`src/rtl/result_reader.sv`:
```
// -----------------------------------------------------------------------------
// result_reader
//
// Reads back one result bank (a, b or c) from its SRAM, starting at address 0,
// and serializes each wide word into OUTPUT_DATA_WIDTH-bit beats. The most
// significant lane of each word goes out first.
//
// Ports
//   clk            single clock, all state changes on its rising edge
//   srst           asynchronous active-high reset
//   start          request a readback, sampled only while idle
//   bank_sel       0 = bank a, 1 = bank b, 2 = bank c, 3 = illegal (no access)
//   num_words      number of words to read, clamped to the SRAM depth
//   sram_raddr_*   registered read addresses, unselected banks held at 0
//   sram_rdata_*   read data, valid one cycle after its address
//   out_valid      out_data holds a valid lane
//   out_ready      downstream accepts the current beat
//   out_data       serialized lane
//   out_last       final beat of the whole transfer
//   busy           transfer in progress (RD, LATCH, SEND)
//   done           single-cycle completion pulse (FIN)
//   dbg_state      current FSM state
//
// Handshake: a beat transfers on a rising edge where out_valid and out_ready
// are both 1. While out_valid is 1 and out_ready is 0, out_data and out_last
// hold their values, and out_valid stays high until the beat is accepted.
// -----------------------------------------------------------------------------
module result_reader #(
  parameter int ARRAY_SIZE        = 8,
  parameter int OUTPUT_DATA_WIDTH = 16,
  parameter int ADDR_WIDTH        = 6
) (
  input  logic                                      clk,
  input  logic                                      srst,
  input  logic                                      start,
  input  logic [1:0]                                bank_sel,
  input  logic [6:0]                                num_words,
  output logic [ADDR_WIDTH-1:0]                     sram_raddr_a,
  output logic [ADDR_WIDTH-1:0]                     sram_raddr_b,
  output logic [ADDR_WIDTH-1:0]                     sram_raddr_c,
  input  logic [ARRAY_SIZE*OUTPUT_DATA_WIDTH-1:0]   sram_rdata_a,
  input  logic [ARRAY_SIZE*OUTPUT_DATA_WIDTH-1:0]   sram_rdata_b,
  input  logic [ARRAY_SIZE*OUTPUT_DATA_WIDTH-1:0]   sram_rdata_c,
  output logic                                      out_valid,
  input  logic                                      out_ready,
  output logic [OUTPUT_DATA_WIDTH-1:0]              out_data,
  output logic                                      out_last,
  output logic                                      busy,
  output logic                                      done,
  output logic [2:0]                                dbg_state
);

  localparam int W     = OUTPUT_DATA_WIDTH;
  localparam int BUF_W = ARRAY_SIZE * OUTPUT_DATA_WIDTH;
  localparam int IDX_W = (ARRAY_SIZE > 1) ? $clog2(ARRAY_SIZE) : 1;
  localparam int DEPTH = 1 << ADDR_WIDTH;

  localparam logic [2:0] IDLE  = 3'd0;
  localparam logic [2:0] RD    = 3'd1;
  localparam logic [2:0] LATCH = 3'd2;
  localparam logic [2:0] SEND  = 3'd3;
  localparam logic [2:0] FIN   = 3'd4;

  logic [2:0]       state;
  logic [1:0]       bank_q;
  logic [6:0]       nwords_q;
  logic [6:0]       word_idx;
  logic [IDX_W-1:0] idx;
  logic [BUF_W-1:0] shift_buf;

  logic [6:0]            nw_clamped;
  logic [BUF_W-1:0]      rdata_sel;
  logic [BUF_W-1:0]      lane_shifted;
  logic                  idx_last;
  logic                  last_word;
  logic [ADDR_WIDTH-1:0] next_addr;

  // Requests longer than the SRAM are trimmed to the full depth.
  always_comb begin
    nw_clamped = num_words;
    if (int'(num_words) > DEPTH) begin
      nw_clamped = 7'(DEPTH);
    end
  end

  always_comb begin
    rdata_sel = '0;
    case (bank_q)
      2'd0:    rdata_sel = sram_rdata_a;
      2'd1:    rdata_sel = sram_rdata_b;
      2'd2:    rdata_sel = sram_rdata_c;
      default: rdata_sel = '0;
    endcase
  end

  assign idx_last  = (idx == IDX_W'(ARRAY_SIZE - 1));
  assign last_word = (word_idx == (nwords_q - 7'd1));
  assign next_addr = ADDR_WIDTH'(word_idx + 7'd1);

  // Lane idx counts from the top of the word: idx 0 is the MSB lane.
  always_comb begin
    lane_shifted = shift_buf >> (W * (ARRAY_SIZE - 1 - int'(idx)));
    out_data     = '0;
    if (state == SEND) begin
      out_data = lane_shifted[W-1:0];
    end
  end

  assign out_valid = (state == SEND);
  assign out_last  = (state == SEND) && idx_last && last_word;
  assign busy      = (state == RD) || (state == LATCH) || (state == SEND);
  assign done      = (state == FIN);
  assign dbg_state = state;

  always_ff @(posedge clk or posedge srst) begin
    if (srst) begin
      state        <= IDLE;
      bank_q       <= 2'd0;
      nwords_q     <= 7'd0;
      word_idx     <= 7'd0;
      idx          <= '0;
      shift_buf    <= '0;
      sram_raddr_a <= '0;
      sram_raddr_b <= '0;
      sram_raddr_c <= '0;
    end else begin
      case (state)
        IDLE: begin
          if (start) begin
            bank_q       <= bank_sel;
            nwords_q     <= nw_clamped;
            word_idx     <= 7'd0;
            sram_raddr_a <= '0;
            sram_raddr_b <= '0;
            sram_raddr_c <= '0;
            // Empty or illegal requests complete without touching the SRAM.
            if ((num_words == 7'd0) || (bank_sel == 2'd3)) begin
              state <= FIN;
            end else begin
              state <= RD;
            end
          end
        end

        // Address is on the SRAM; data appears after the next edge.
        RD: begin
          state <= LATCH;
        end

        LATCH: begin
          shift_buf <= rdata_sel;
          idx       <= '0;
          state     <= SEND;
        end

        SEND: begin
          if (out_ready) begin
            if (idx_last) begin
              if (last_word) begin
                state <= FIN;
              end else begin
                word_idx <= word_idx + 7'd1;
                case (bank_q)
                  2'd0:    sram_raddr_a <= next_addr;
                  2'd1:    sram_raddr_b <= next_addr;
                  2'd2:    sram_raddr_c <= next_addr;
                  default: ;
                endcase
                state <= RD;
              end
            end else begin
              idx <= idx + IDX_W'(1);
            end
          end
        end

        FIN: begin
          state <= IDLE;
        end

        default: begin
          state <= IDLE;
        end
      endcase
    end
  end

endmodule

```
`config.mk`:
```
export PLATFORM = sky130hd
export DESIGN_NAME = result_reader
export DESIGN_NICKNAME = d
export VERILOG_FILES = /design/src/rtl/result_reader.sv
export SDC_FILE = /design/constraint.sdc
export NUM_CORES = 1
export LEC_CHECK = 0
export ABC_AREA = 0
export CORE_AREA = 2 2 171 173
export DETAILED_ROUTE_END_ITERATION = 8
export DIE_AREA = 0 0 173 175
export PLACE_DENSITY = 0.69
export SLEW_MARGIN = 5
export SYNTH_ARGS = -nofsm -noshare
export SYNTH_HDL_FRONTEND = slang
export SYNTH_SLANG_ARGS = --single-unit
```
`constraint.sdc`:
```
create_clock -name clk -period 6.9 [get_ports clk]
set_input_delay 1.035 -clock clk [delete_from_list [all_inputs] [get_ports clk]]
set_output_delay 1.035 -clock clk [all_outputs]
set_load 0.005 [all_outputs]
```
=== Word level (Yosys, flattened, before mapping) ===
Cells that the tools add are included.

* Add/subtract/negate cells: 4
* Eq/ne operators: 17
* Order comparisons: 1
* Reductions and logical operators: 17
* Shifts and indexed selects: 1
* Mux-type cells: 33

{| class="wikitable"
|+ Operator list
! operator !! number
|-
| case mux 128 bit (3 select lines) || 1
|-
| right shift 128 x 32 -> 16 bit || 1
|-
| two-way mux 6 bit || 13
|-
| case mux 6 bit (2 select lines) || 3
|-
| two-way mux 7 bit || 5
|-
| two-way mux 3 bit || 7
|-
| AND reduction 6 bit || 3
|-
| two-way mux 16 bit || 1
|-
| case mux 7 bit (2 select lines) || 1
|-
| case mux 3 bit (4 select lines) || 1
|-
| != test 2 x 1 -> 1 bit, second input constant || 5
|-
| adder 7 x 1 -> 7 bit, second input constant || 1
|-
| == test 7 bit || 1
|-
| > comparator 7 bit, second input constant || 1
|-
| logical NOT 7 bit || 1
|-
| subtractor 7 x 1 -> 7 bit, second input constant || 1
|-
| == test 3 x 2 -> 1 bit, second input constant || 2
|-
| == test 3 bit, second input constant || 2
|-
| != test 2 bit, second input constant || 3
|-
| case mux 3 bit (2 select lines) || 1
|-
| AND reduction 3 bit || 2
|-
| AND reduction 5 bit || 1
|-
| == test 2 bit, second input constant || 2
|-
| nonzero test 2 bit || 2
|-
| other kinds (9) || 12
|}

* Register bits: 168
* Bits of input ports: 397
* Logic and storage cells: 82
* Output and inout port bits: 41

=== Longest topological paths before layout ===
Gate-level depths: netlist (run 1).

* Depth after elaboration: 6
* Gate-level depth with buffers: 10
* Gate-level depth less buffers: 8

=== Worst setup path after synthesis (run 1) ===
OpenSTA, ideal clock, no wires.

* Path kind: register to output
* Start point: register nwords_q[0]
* End point: output port out_last
* Data required time: 5.865 ns
* Cell stages (with the launch flop): 8
* Setup slack: 3.877 ns
* Buffers on the path: 1
* Arrival time: 1.988 ns
* Path through: dfrtp_1 -> inv_1 -> ha_1 -> or3b_1 -> a2111oi_2 -> o2111ai_2 -> buf_4 -> nor3_1

* Word-level cells in the longest chain between the ends: 3

{| class="wikitable"
|+ Ends and longest elaborated chain
! item !! RTL line !! RTL
|-
| start, declared || 66 || <nowiki>logic [6:0] nwords_q;</nowiki>
|-
| start signal, assigned || 131 || <nowiki>nwords_q <= nw_clamped;</nowiki>
|-
| subtractor 7 x 1 -> 7 bit || 97 || <nowiki>assign last_word = (word_idx == (nwords_q - 7'd1));</nowiki>
|-
| == test 7 bit || 97 ||
|-
| logical AND 1 bit || 110 || <nowiki>assign out_last = (state == SEND) && idx_last && last_word;</nowiki>
|-
| end, declared || 47 || <nowiki>output logic out_last,</nowiki>
|}

Every way passes these cells.

=== Worst setup path in the final report (run 1) ===
Same ends and word-level chain as after synthesis.

==> summary.txt, run 1 <==
GRT
  • GRT overflow: 0
  • Largest net degree at the start of global routing: ~260
  • Number of global-route vias before repair: 9845
  • Global-route usage over all layers: ~25%
  • Initial antenna violation count: 1
  • First-pass GRT wire length: approximately 57000 um

Timing
  • Endpoints failing setup: 0
  • Slew HR: 22.3%
  • Layout Skew: about 0.011 ns
  • Fmax: between 0.2 and 0.25 GHz
  • Pins over their slew limit: 0
  • Min Tclk post-route: about 4.4 ns
  • Worst slew pin tran: roughly 1.2 ns
  • RSZ-0062 raised after global routing: no
  • Final Cycle Share: between 60% and 70%
  • TNS Setup: 0 ns
  • Hold Fails Final Rpt: 0

Final layout
  • Layout Nets: about 1900
  • Post-layout utilization of the core: 53.6%
  • Design area: between 15000 and 20000 um2
  • Fillers: ~2600
  • Area grow syn2layout: 51.1%
  • Non-filler instance count after layout: between 1500 and 2000
  • Layout cells sized above 1: 5.47%

Synth
  • Cell Area, Synth: a little over 10000 um2
  • #FFs+latches synth: roughly 170
  • Synth area leaders: dfrtp_1 (42%), mux2i_1 (14%), a21oi_1 (13%)
  • Post-Synth XOR/XNOR Area: under 10%
  • Most common cell in the synthesized netlist: nor2_1
  • Synth Area in Compound Gates: ~17%
  • Post-synthesis adder-cell area fraction: less than 1%
  • Syn_area_per_cell: roughly 9.0 um2
  • Post-synth EDFFs: 0
  • Leading area contributor after synthesis: dfrtp_1
  • Largest family of logic cells by synthesized area: multiplexers
  • Simple-gate share of the synthesized area: between 10% and 20%
  • Synth cell count leaders: nor2_1 (283), a21oi_1 (259), dfrtp_1 (168)
  • Most used DFF post-synth: dfrtp_1
  • Yosys top cell area share: between 40% and 50%
  • Ys async rst share: 100%
  • Multiplexer share of the synthesized area: a little over a fifth
  • Sequential-to-total area share from yosys stat: 41.7%
  • Netlist cell types: 48
  • Synth warn: 0
  • Mapped Nets: about 1500
  • Post-Syn Instances: between 1000 and 1500

CTS
  • CTS tree: yes
  • Clk_lat worst skew: between 0.4 and 0.5 ns
  • CTS H-tree lvls: 4
  • Clock Sinks: about 170
  • Total CTS buffers: 17
  • Clock transition at path regs: 0.07 ns
  • Hold-fix buffers, CTS: 0
  • Maximum clock path buffer count: 2
  • Post-CTS Setup Bufs: 0
  • Root Buffer: clkbuf_16
  • Post-cts resize count: 0

Hold path
  • Worst Hold Path EP: sram_raddr_c[4]
  • Hold path depth: 1
  • Min-Delay Path Class: reg2reg
  • Hold path start: sram_raddr_c[4]

Floorplan
  • Die Wd: about 170 um
  • DIE AREA: around 30000 um2
  • Die Y: between 150 and 200 um
  • Initial Util: between 30% and 40%
  • Number of core rows: 62
  • Core area: 28400 um2
  • Ports: 438

Run status
  • Outcome: complete, no violations

Detailed routing
  • DRT antenna net count: 0
  • Vias/cell: between 5 and 6
  • DRC: 0
  • WL/cell: about 20 um
  • Initial drt markers: ~800
  • Pre-Repair DR Iteration Count: 7
  • Routed WL: between 30000 and 40000 um
  • Vias: around 9800

Critical path
  • Maximum fanout along the worst path: 13
  • Largest stage delay on the critical path: ~0.57 ns
  • Crit path kind: reg2out
  • Crit path launch type: register
  • CP startpoint: nwords_q[0]
  • Worst Reg-to-Reg Cells: 6
  • Reg2reg setup slack: about 3.6 ns
  • CP max-delay cell: clkdlybuf4s50_1
  • Data required, critical path: 5.86 ns
  • Critical path cell sequence: inv_1, ha_1, or3b_1, a2111oi_2, o2111ai_2, nor3_1, clkdlybuf4s50_1
  • Reg2reg end: word_idx[0]
  • CP Data Arrival Time: about 3.4 ns
  • Worst R2R Start: idx[0]
  • CP bufs+invs: 2
  • Setup crit end kind: primary output
  • Largest delay share family, worst path: compound AO/OA/AOI/OAI gates

Place
  • Gpl congestion: slightly below 0.9
  • Area after DPL: 14600 um2
  • Port bufs: around 440
  • Placed insts: roughly 1900
  • Detailed Place HPWL: 29400 um

Power and ir drop
  • PwrDens: ~340 nW/um2
  • Pwr Total: between 0.005 and 0.006 W
  • Peak supply drop: roughly 0.21 mV
  • Pleak: 6.05 nW

Run
  • Max-cap violations: 0
power by group:
group | total (W) | switching [W] | internal (W) | leakage (nW)
registers | 0.00187 | 0.000471 | 0.00140 | 1.91
clock network | 0.000937 | 0.000429 | 0.000508 | 0.265
logic | 0.00237 | 0.00110 | 0.00126 | 3.88
total | 0.00517 | 0.00200 | 0.00317 | 6.05
stage by stage:
stage / hold WS [ns] / setup WS (ns)
after floorplan: 0.479 / 1.32
after CTS: 0.498 / 2.52
after detailed placement: 0.478 / 2.98
after global routing: 0.510 / 2.26
final: 0.495 / 2.52
after global placement: 0.476 / 3.09
placed cells by master (no fill, tap or decap), types with 5 or more instances in the layout:
cell type        netlist  routed
nand3b_1               6       6
dfrtp_1              168     164
inv_6                  0       6
clkdlybuf4s50_1        0     437
mux4_2                32      32
buf_4                  1       5
mux2i_1              144     144
o21ai_0                9       9
xor2_1                 6       6
nand2_1               23      23
a21oi_1              259     259
xnor2_1                5       5
nor3_1                 6       6
a32o_1                10      10
o2bb2ai_1              8       8
nand3_1                5       5
nor2_1               283     282
inv_1                 13      12
clkbuf_16              0      17
logic make-up (layout without fill, tap and decap cells):
family | Yosys count | in the layout
AO/OA/AOI/OAI | 310 | 310
XOR/XNOR | 12 | 12
adder cells (fa/ha/maj) | 4 | 4
buffers and inverters | 105 | 488
flip-flops | 168 | 168
multiplexers | 177 | 177
other | 0 | 2
AND/OR/NAND/NOR | 340 | 340
registers in the layout (all words and copies together) (netlist names):
register / cells
shift_buf: 128
nwords_q: 7
word_idx: 7
sram_raddr_a: 6
sram_raddr_b: 6
sram_raddr_c: 6
dbg_state: 3
idx: 3
bank_q: 2
cell type report:
class / count / area (um2) / share of cell area [%]
flip-flops and latches: 168 / 4210 / 27.7
diodes: 2 / 5.00 / 0.0329
clock inverters: 13 / 135 / 0.888
multi-input cells: 843 / 5470 / 35.9
repair buffers: 443 / 4430 / 29.1
clock buffers: 19 / 433 / 2.84
well taps: 384 / 480 / 3.16
inverters: 13 / 53.8 / 0.354
worst max path at each step:
| stage | depth (start not counted) | end | slack [ns] |
|---|---|---|---|
| 6_report | 7 | out_last | 2.52 |
| 5_1_grt | 7 | out_last | 2.26 |
| 4_1_cts | 7 | out_last | 2.52 |
| 3_5_place_dp | 7 | out_last | 2.98 |
| 3_3_place_gp | 7 | out_last | 3.09 |
| 2_1_floorplan | 1 | bank_q[0] | 1.32 |
routing by layer:
layer  part of all wire, %  vias up  track usage, %
li1                      -     4671               -
met1                    40     4735            29.4
met2                    51      373            42.8
met3                   6.9       52            6.64
met4                   2.7        0            7.87
met5                     0        -               0
No activity file was read; power rests on OpenSTA's default activity.
==> inputs of run 2 (changes only) <==
--- a/config.mk
+++ b/config.mk
@@ -6,10 +6,10 @@
 export NUM_CORES = 1
 export LEC_CHECK = 0
 export ABC_AREA = 0
-export CORE_AREA = 2 2 171 173
+export CORE_AREA = 2 2 169 171
 export DETAILED_ROUTE_END_ITERATION = 8
-export DIE_AREA = 0 0 173 175
-export PLACE_DENSITY = 0.69
+export DIE_AREA = 0 0 171 173
+export PLACE_DENSITY = 0.73
 export SLEW_MARGIN = 5
 export SYNTH_ARGS = -nofsm -noshare
 export SYNTH_HDL_FRONTEND = slang
==> constraint.sdc (replaced) <==
create_clock -name clk -period 3.53 [get_ports clk]
set_input_delay 0.5295 -clock clk [delete_from_list [all_inputs] [get_ports clk]]
set_output_delay 0.5295 -clock clk [all_outputs]
set_load 0.005 [all_outputs]
==> run 2 against run 1 <==
- critical path depth did not move
- utilization is 2.5 points higher
- clock power increased by 110%
- total power grew 100%
- hold slack lost 0.00052 ns
- highest routed layer unchanged
- combinational power increased by 110%
==> summary.txt, run 2 (same netlist as run 1, synthesis figures left out) <==
GRT
  • Initial antenna violation count: 0
  • M1 GR Usage: roughly a third
  • GRT met3 Usage: 5.36%
  • Fraction of met2 tracks used by global routing: between 40 and 50%
  • GR peak layer: met2
  • Global-route usage over all layers: about a quarter
  • Largest net degree at the start of global routing: 100
  • Number of global-route vias before repair: 10000
  • GRT overflow: 0
  • First-pass GRT wire length: roughly 55000 um

Timing
  • TNS Setup: 0 ns
  • Layout Skew: between 0.01 and 0.015 ns
  • Worst setup margin: approximately 0.21 ns
  • Endpoints failing setup: 0
  • Worst slew pin tran: around 0.94 ns
  • Final Cycle Share: 93.9%
  • Min Tclk post-route: about 3.3 ns
  • Fmax: ~0.3 GHz
  • Pins over their slew limit: 0
  • RSZ-0062 raised after global routing: no
  • Slew HR: approximately 37%
  • Hold Fails Final Rpt: 0

Detailed routing
  • Pre-Repair DR Iteration Count: 5
  • DRC: 0
  • Vias: approximately 9800
  • WL/cell: between 15 and 20 um
  • DRT antenna net count: 0
  • Initial drt markers: 798
  • Vias/cell: roughly 5.2
  • Routed WL: 37100 um

Run
  • Max-cap violations: 0

Critical path
  • Setup crit end kind: primary output
  • Worst R2R Start: nwords_q[0]
  • Crit path launch type: register
  • Reg2reg setup slack: around 0.81 ns
  • Maximum fanout along the worst path: 6
  • Crit path kind: reg2out
  • CP Data Arrival Time: roughly 2.8 ns
  • Reg2reg end: word_idx[2]
  • Worst Reg-to-Reg Cells: 8
  • CP startpoint: nwords_q[0]
  • Crit path to: out_last
  • Data required, critical path: roughly 3.0 ns

Floorplan
  • Die Wd: 171 um
  • Die Y: approximately 170 um
  • DIE AREA: approximately 30000 um2
  • Number of core rows: 61
  • Ports: 438
  • Initial Util: 36.5%
  • Core area: 27600 um2

Power and ir drop
  • Pleak: 6.20 nW
  • Peak supply drop: roughly 0.38 mV
  • PwrDens: slightly below 700 nW/um2
  • Comb power frac: between 40% and 50%
  • Switching Fraction: a little under 40%
  • Pwr Total: approximately 0.010 W
  • P_int: about 0.0064 W
  • Clock share of power: a little under a fifth
  • Sw Pwr: roughly 0.004 W
  • Flop pwr share: between 30 and 40%

CTS
  • Root Buffer: clkbuf_16
  • Total CTS buffers: 17
  • Clock transition at path regs: ~0.07 ns
  • Clock Sinks: 168
  • CTS H-tree lvls: 4
  • Clk_lat worst skew: 0.43 ns
  • CTS tree: yes
  • Hold-fix buffers, CTS: 0
  • Post-CTS Setup Bufs: 0
  • Maximum clock path buffer count: 2
  • Post-cts resize count: 0

Place
  • Placed insts: approximately 1900
  • Pre-CTS setup slack: between 0.5 and 0.6 ns
  • Detailed Place HPWL: 29400 um
  • Area after DPL: roughly 15000 um2
  • Port bufs: ~440
  • Gpl congestion: 0.873

Final layout
  • Reg with most FFs: shift_buf
  • Top flop regs: shift_buf (128), nwords_q (7), word_idx (7)
  • Commonest non-fill, non-tap cells in the layout: clkdlybuf4s50_1 (437), nor2_1 (282), a21oi_1 (259)
  • Area grow syn2layout: 53.9%
  • Layout Nets: about 1900
  • Largest register FFs: 128
  • Non-filler instance count after layout: 1892
  • N_diodes: 0
  • Design area: 15500 um2
  • Commonest non-fill, non-tap cell in the layout: clkdlybuf4s50_1
  • Fillers: about 2500
  • Layout cells sized above 1: roughly 6.7%

Run status
  • Outcome: complete, no violations

Hold path
  • Min-Delay Path Class: reg2reg
==> run 2: changes by cell type in the layout (fill, tap and decap cells not counted), sizes merged <==
cell	delta
diode	-2
clkinv	+1
buf	+15
clkbuf	-2
bufinv	+2
clkinvlp	-1
==> run 2: metal layers <==
metal  vias to the layer above  part of all wire [%]
met5                         -                     0
met3                        55                   6.6
met2                       382                    48
li1                       4703                     -
met4                         0                   2.7
met1                      4705                    42
==> run 2: worst min path at each step <==
stage,startpoint,cells after the start,slack (ns),endpoint
5_1_grt,sram_raddr_c[3],1,0.52,sram_raddr_c[3]
4_1_cts,sram_raddr_c[4],1,0.50,sram_raddr_c[4]
6_report,sram_raddr_c[1],1,0.49,sram_raddr_c[1]
3_5_place_dp,sram_raddr_b[3],1,0.47,sram_raddr_b[3]
3_3_place_gp,sram_raddr_b[5],1,0.48,sram_raddr_b[5]
2_1_floorplan,sram_raddr_b[0],1,0.48,sram_raddr_b[0]
==> run 2: area by class of cell <==
class                      count  area [um2]  area share, %
sequential                   168        4210           27.2
clock inverter                15         204           1.32
clock buffer                  17         425           2.74
multi-input combinational    843        5470           35.3
inverter                      13        52.6          0.339
tap                          378         473           3.05
timing repair buffer         458        4660           30.0
==> run 2: power by group through the flow <==
stage / combinational, W / clock, W / sequential [W]
after floorplan: 0.00309 / 0 / 0.00307
after global placement: 0.00483 / 0 / 0.00352
after detailed placement: 0.00492 / 0 / 0.00352
after CTS: 0.00496 / 0.00201 / 0.00350
after global routing: 0.00538 / 0.00210 / 0.00360
final: 0.00494 / 0.00199 / 0.00353
==> run 2: critical path, cell delays in order (launching register included) <==
cell,delay [ns]
dfrtp_1,0.42
inv_1,0.09
ha_2,0.23
or3b_1,0.37
a2111oi_2,0.39
o2111ai_2,0.18
nor3_2,0.15
clkdlybuf4s50_1,0.53
==> run 2: through the flow <==
stage	utilization (%)	hold slack, ns
after global routing	56.1	0.515
after detailed placement	53.8	0.474
after global placement	53.8	0.476
after floorplan	-	0.479
after CTS	56.1	0.498
final	56.1	0.495
==> inputs of run 3 (changes only) <==
--- a/config.mk
+++ b/config.mk
@@ -6,10 +6,12 @@
 export NUM_CORES = 1
 export LEC_CHECK = 0
 export ABC_AREA = 0
-export CORE_AREA = 2 2 169 171
+export CELL_PAD_IN_SITES_DETAIL_PLACEMENT = 2
+export CELL_PAD_IN_SITES_GLOBAL_PLACEMENT = 2
+export CORE_MARGIN = 2
+export CORE_UTILIZATION = 22
 export DETAILED_ROUTE_END_ITERATION = 8
-export DIE_AREA = 0 0 171 173
-export PLACE_DENSITY = 0.73
+export PLACE_DENSITY_LB_ADDON = 0.1
 export SLEW_MARGIN = 5
 export SYNTH_ARGS = -nofsm -noshare
 export SYNTH_HDL_FRONTEND = slang
==> run 3 against run 2 <==
- via count increased by 1.4%
- global-route usage decreased by 5.1 points
- non-clock buffer count increased by 4
- clock skew decreased by 0.0082 ns
- clock power about the same
==> summary.txt, run 3 (same netlist as run 1, synthesis figures left out) <==
Critical path
  • Largest delay share family, worst path: buffers and inverters
  • CP Data Arrival Time: about 2.8 ns
  • Crit path kind: reg2out
  • Data required, critical path: ~3.0 ns
  • CP max-delay cell: dfrtp_2
  • Worst Reg-to-Reg Cells: 6
  • Maximum fanout along the worst path: 20
  • WP depth: 5
  • Critical path cell sequence: buf_4, mux4_2, mux2i_1, nor2_1, clkdlybuf4s50_1
  • Setup crit end kind: primary output
  • Largest stage delay on the critical path: between 0.7 and 0.8 ns
  • Crit path launch type: register
  • CP bufs+invs: 2

Floorplan
  • Number of core rows: 78
  • Initial Util: between 20% and 30%
  • DIE AREA: 47500 um2
  • Ports: around 440
  • Die Wd: between 200 and 250 um
  • Core area: 45300 um2
  • Die Y: roughly 220 um

Final layout
  • Commonest non-fill, non-tap cells in the layout: clkdlybuf4s50_1 (436), nor2_1 (282), a21oi_1 (259)
  • Non-filler instance count after layout: ~2100
  • Commonest non-fill, non-tap cell in the layout: clkdlybuf4s50_1
  • Fillers: roughly 5000
  • Reg area: between 4000 and 5000 um2
  • Area grow syn2layout: 57.0%
  • Area of the multi-input gates: around 5500 um2
  • Layout Nets: 1906
  • Layout cells sized above 1: 6.94%
  • Reg with most FFs: shift_buf
  • Largest register FFs: about 130
  • Top flop regs: shift_buf (128), nwords_q (7), word_idx (7)

GRT
  • M1 GR Usage: between 20% and 30%
  • GRT overflow: 0
  • Initial antenna violation count: 1
  • GRT met3 Usage: 3.95%
  • First-pass GRT wire length: 69400 um
  • Largest net degree at the start of global routing: roughly 110
  • Global-route usage over all layers: 19.6%
  • Fraction of met2 tracks used by global routing: 35.8%
  • GR peak layer: met2
  • Number of global-route vias before repair: between 10000 and 15000

Timing
  • Hold Fails Final Rpt: 0
  • Pins over their slew limit: 0
  • Final Cycle Share: between 90 and 100%
  • Min Tclk post-route: 3.28 ns
  • Fmax: 0.305 GHz
  • Endpoints failing setup: 0
  • Worst slew pin tran: between 0.7 and 0.8 ns
  • Layout Skew: ~0.0055 ns
  • RSZ-0062 raised after global routing: no
  • Slew HR: between 50% and 60%
  • TNS Setup: 0 ns

CTS
  • CTS tree: yes
  • Root Buffer: clkbuf_16
  • Clk_lat worst skew: approximately 0.43 ns
  • CTS H-tree lvls: 4
  • Clock Sinks: between 150 and 200
  • Hold-fix buffers, CTS: 0
  • Total CTS buffers: 17
  • Clock transition at path regs: ~0.060 ns
  • Maximum clock path buffer count: 2

Power and ir drop
  • PwrDens: between 600 and 700 nW/um2
  • Peak supply drop: 0.342 mV
  • Pleak: just over 6 nW

Detailed routing
  • Vias/cell: between 4 and 5
  • DRC: 0
  • Routed WL: 47100 um
  • DRT antenna net count: 0
  • Vias: roughly 10000
  • Pre-Repair DR Iteration Count: 4
  • Initial drt markers: 395
  • WL/cell: ~22 um

Hold path
  • Min-Delay Path Class: reg2reg
  • Hold path depth: 1

Place
  • Port bufs: around 440
  • Placed insts: between 2000 and 2500
  • Detailed Place HPWL: between 30000 and 40000 um
  • Gpl congestion: between 0.8 and 0.9

Run status
  • Outcome: complete, no violations

Run
  • Max-cap violations: 0
-- run 3: worst register-to-register path, delay by kind of cell, from the launching register on --
family | cells | cell delay [ns]
flip-flops | 1 | 0.74
multiplexers | 1 | 0.38
adder cells (fa/ha/maj) | 2 | 0.44
AND/OR/NAND/NOR | 1 | 0.17
AO/OA/AOI/OAI | 2 | 1.07
-- run 3: per-stage QoR --
stage / setup slack (ns) / hold slack [ns] / utilization (%) / instance area [um2] / total power [W]
2_1_floorplan: 0.860 / 0.479 / - / 10100 / 0.00616
3_3_place_gp: 0.496 / 0.476 / 33.5 / 15200 / 0.00871
3_5_place_dp: 0.409 / 0.478 / 33.5 / 15200 / 0.00882
4_1_cts: 0.0217 / 0.495 / 34.9 / 15800 / 0.0109
5_1_grt: 0.0704 / 0.504 / 34.9 / 15800 / 0.0115
6_report: 0.253 / 0.489 / 34.9 / 15800 / 0.0107
-- run 3: layout make-up --
cell class                 count  area share, %
antenna                        1         0.0158
clock buffer                  19           2.86
clock inverter                 9          0.957
inverter                      13          0.332
multi-input combinational    843           34.8
sequential                   168           26.7
tap                          600           4.75
timing repair buffer         462           29.7
-- run 3: final timing paths --
check                                 from               to  slack [ns]
max in group asynchronous             srst           idx[1]        2.16
min                        sram_raddr_c[3]  sram_raddr_c[3]        0.49
max                                 idx[0]     out_data[13]        0.25
min reg2reg                sram_raddr_c[3]  sram_raddr_c[3]        0.49
max reg2reg                         idx[0]      word_idx[0]        0.61
min in group asynchronous             srst        bank_q[1]        0.57
-- run 3: repair_timing --
| item | in CTS | in global routing |
|---|---|---|
| gates cloned | 0 | 0 |
| gates resized for setup | 2 | 7 |
| setup endpoints to repair | 1 | 1 |
| buffers inserted | 0 | 0 |
| pin swaps | 0 | 2 |
-- run 3: where the power goes --
group | switching [W] | internal [W] | leakage, nW
combinational | 0.00247 | 0.00258 | 4.02
clock | 0.000783 | 0.00120 | 0.296
sequential | 0.000920 | 0.00274 | 1.91
-- run 3: metal layers --
| metal | share of wire (%) | wire length, um | vias up |
|---|---|---|---|
| li1 | - | - | 4706 |
| met1 | 43 | 20100 | 5037 |
| met2 | 52 | 24500 | 226 |
| met3 | 4.7 | 2230 | 16 |
| met4 | 0.47 | 220 | 2 |
| met5 | 0.028 | 13 | - |
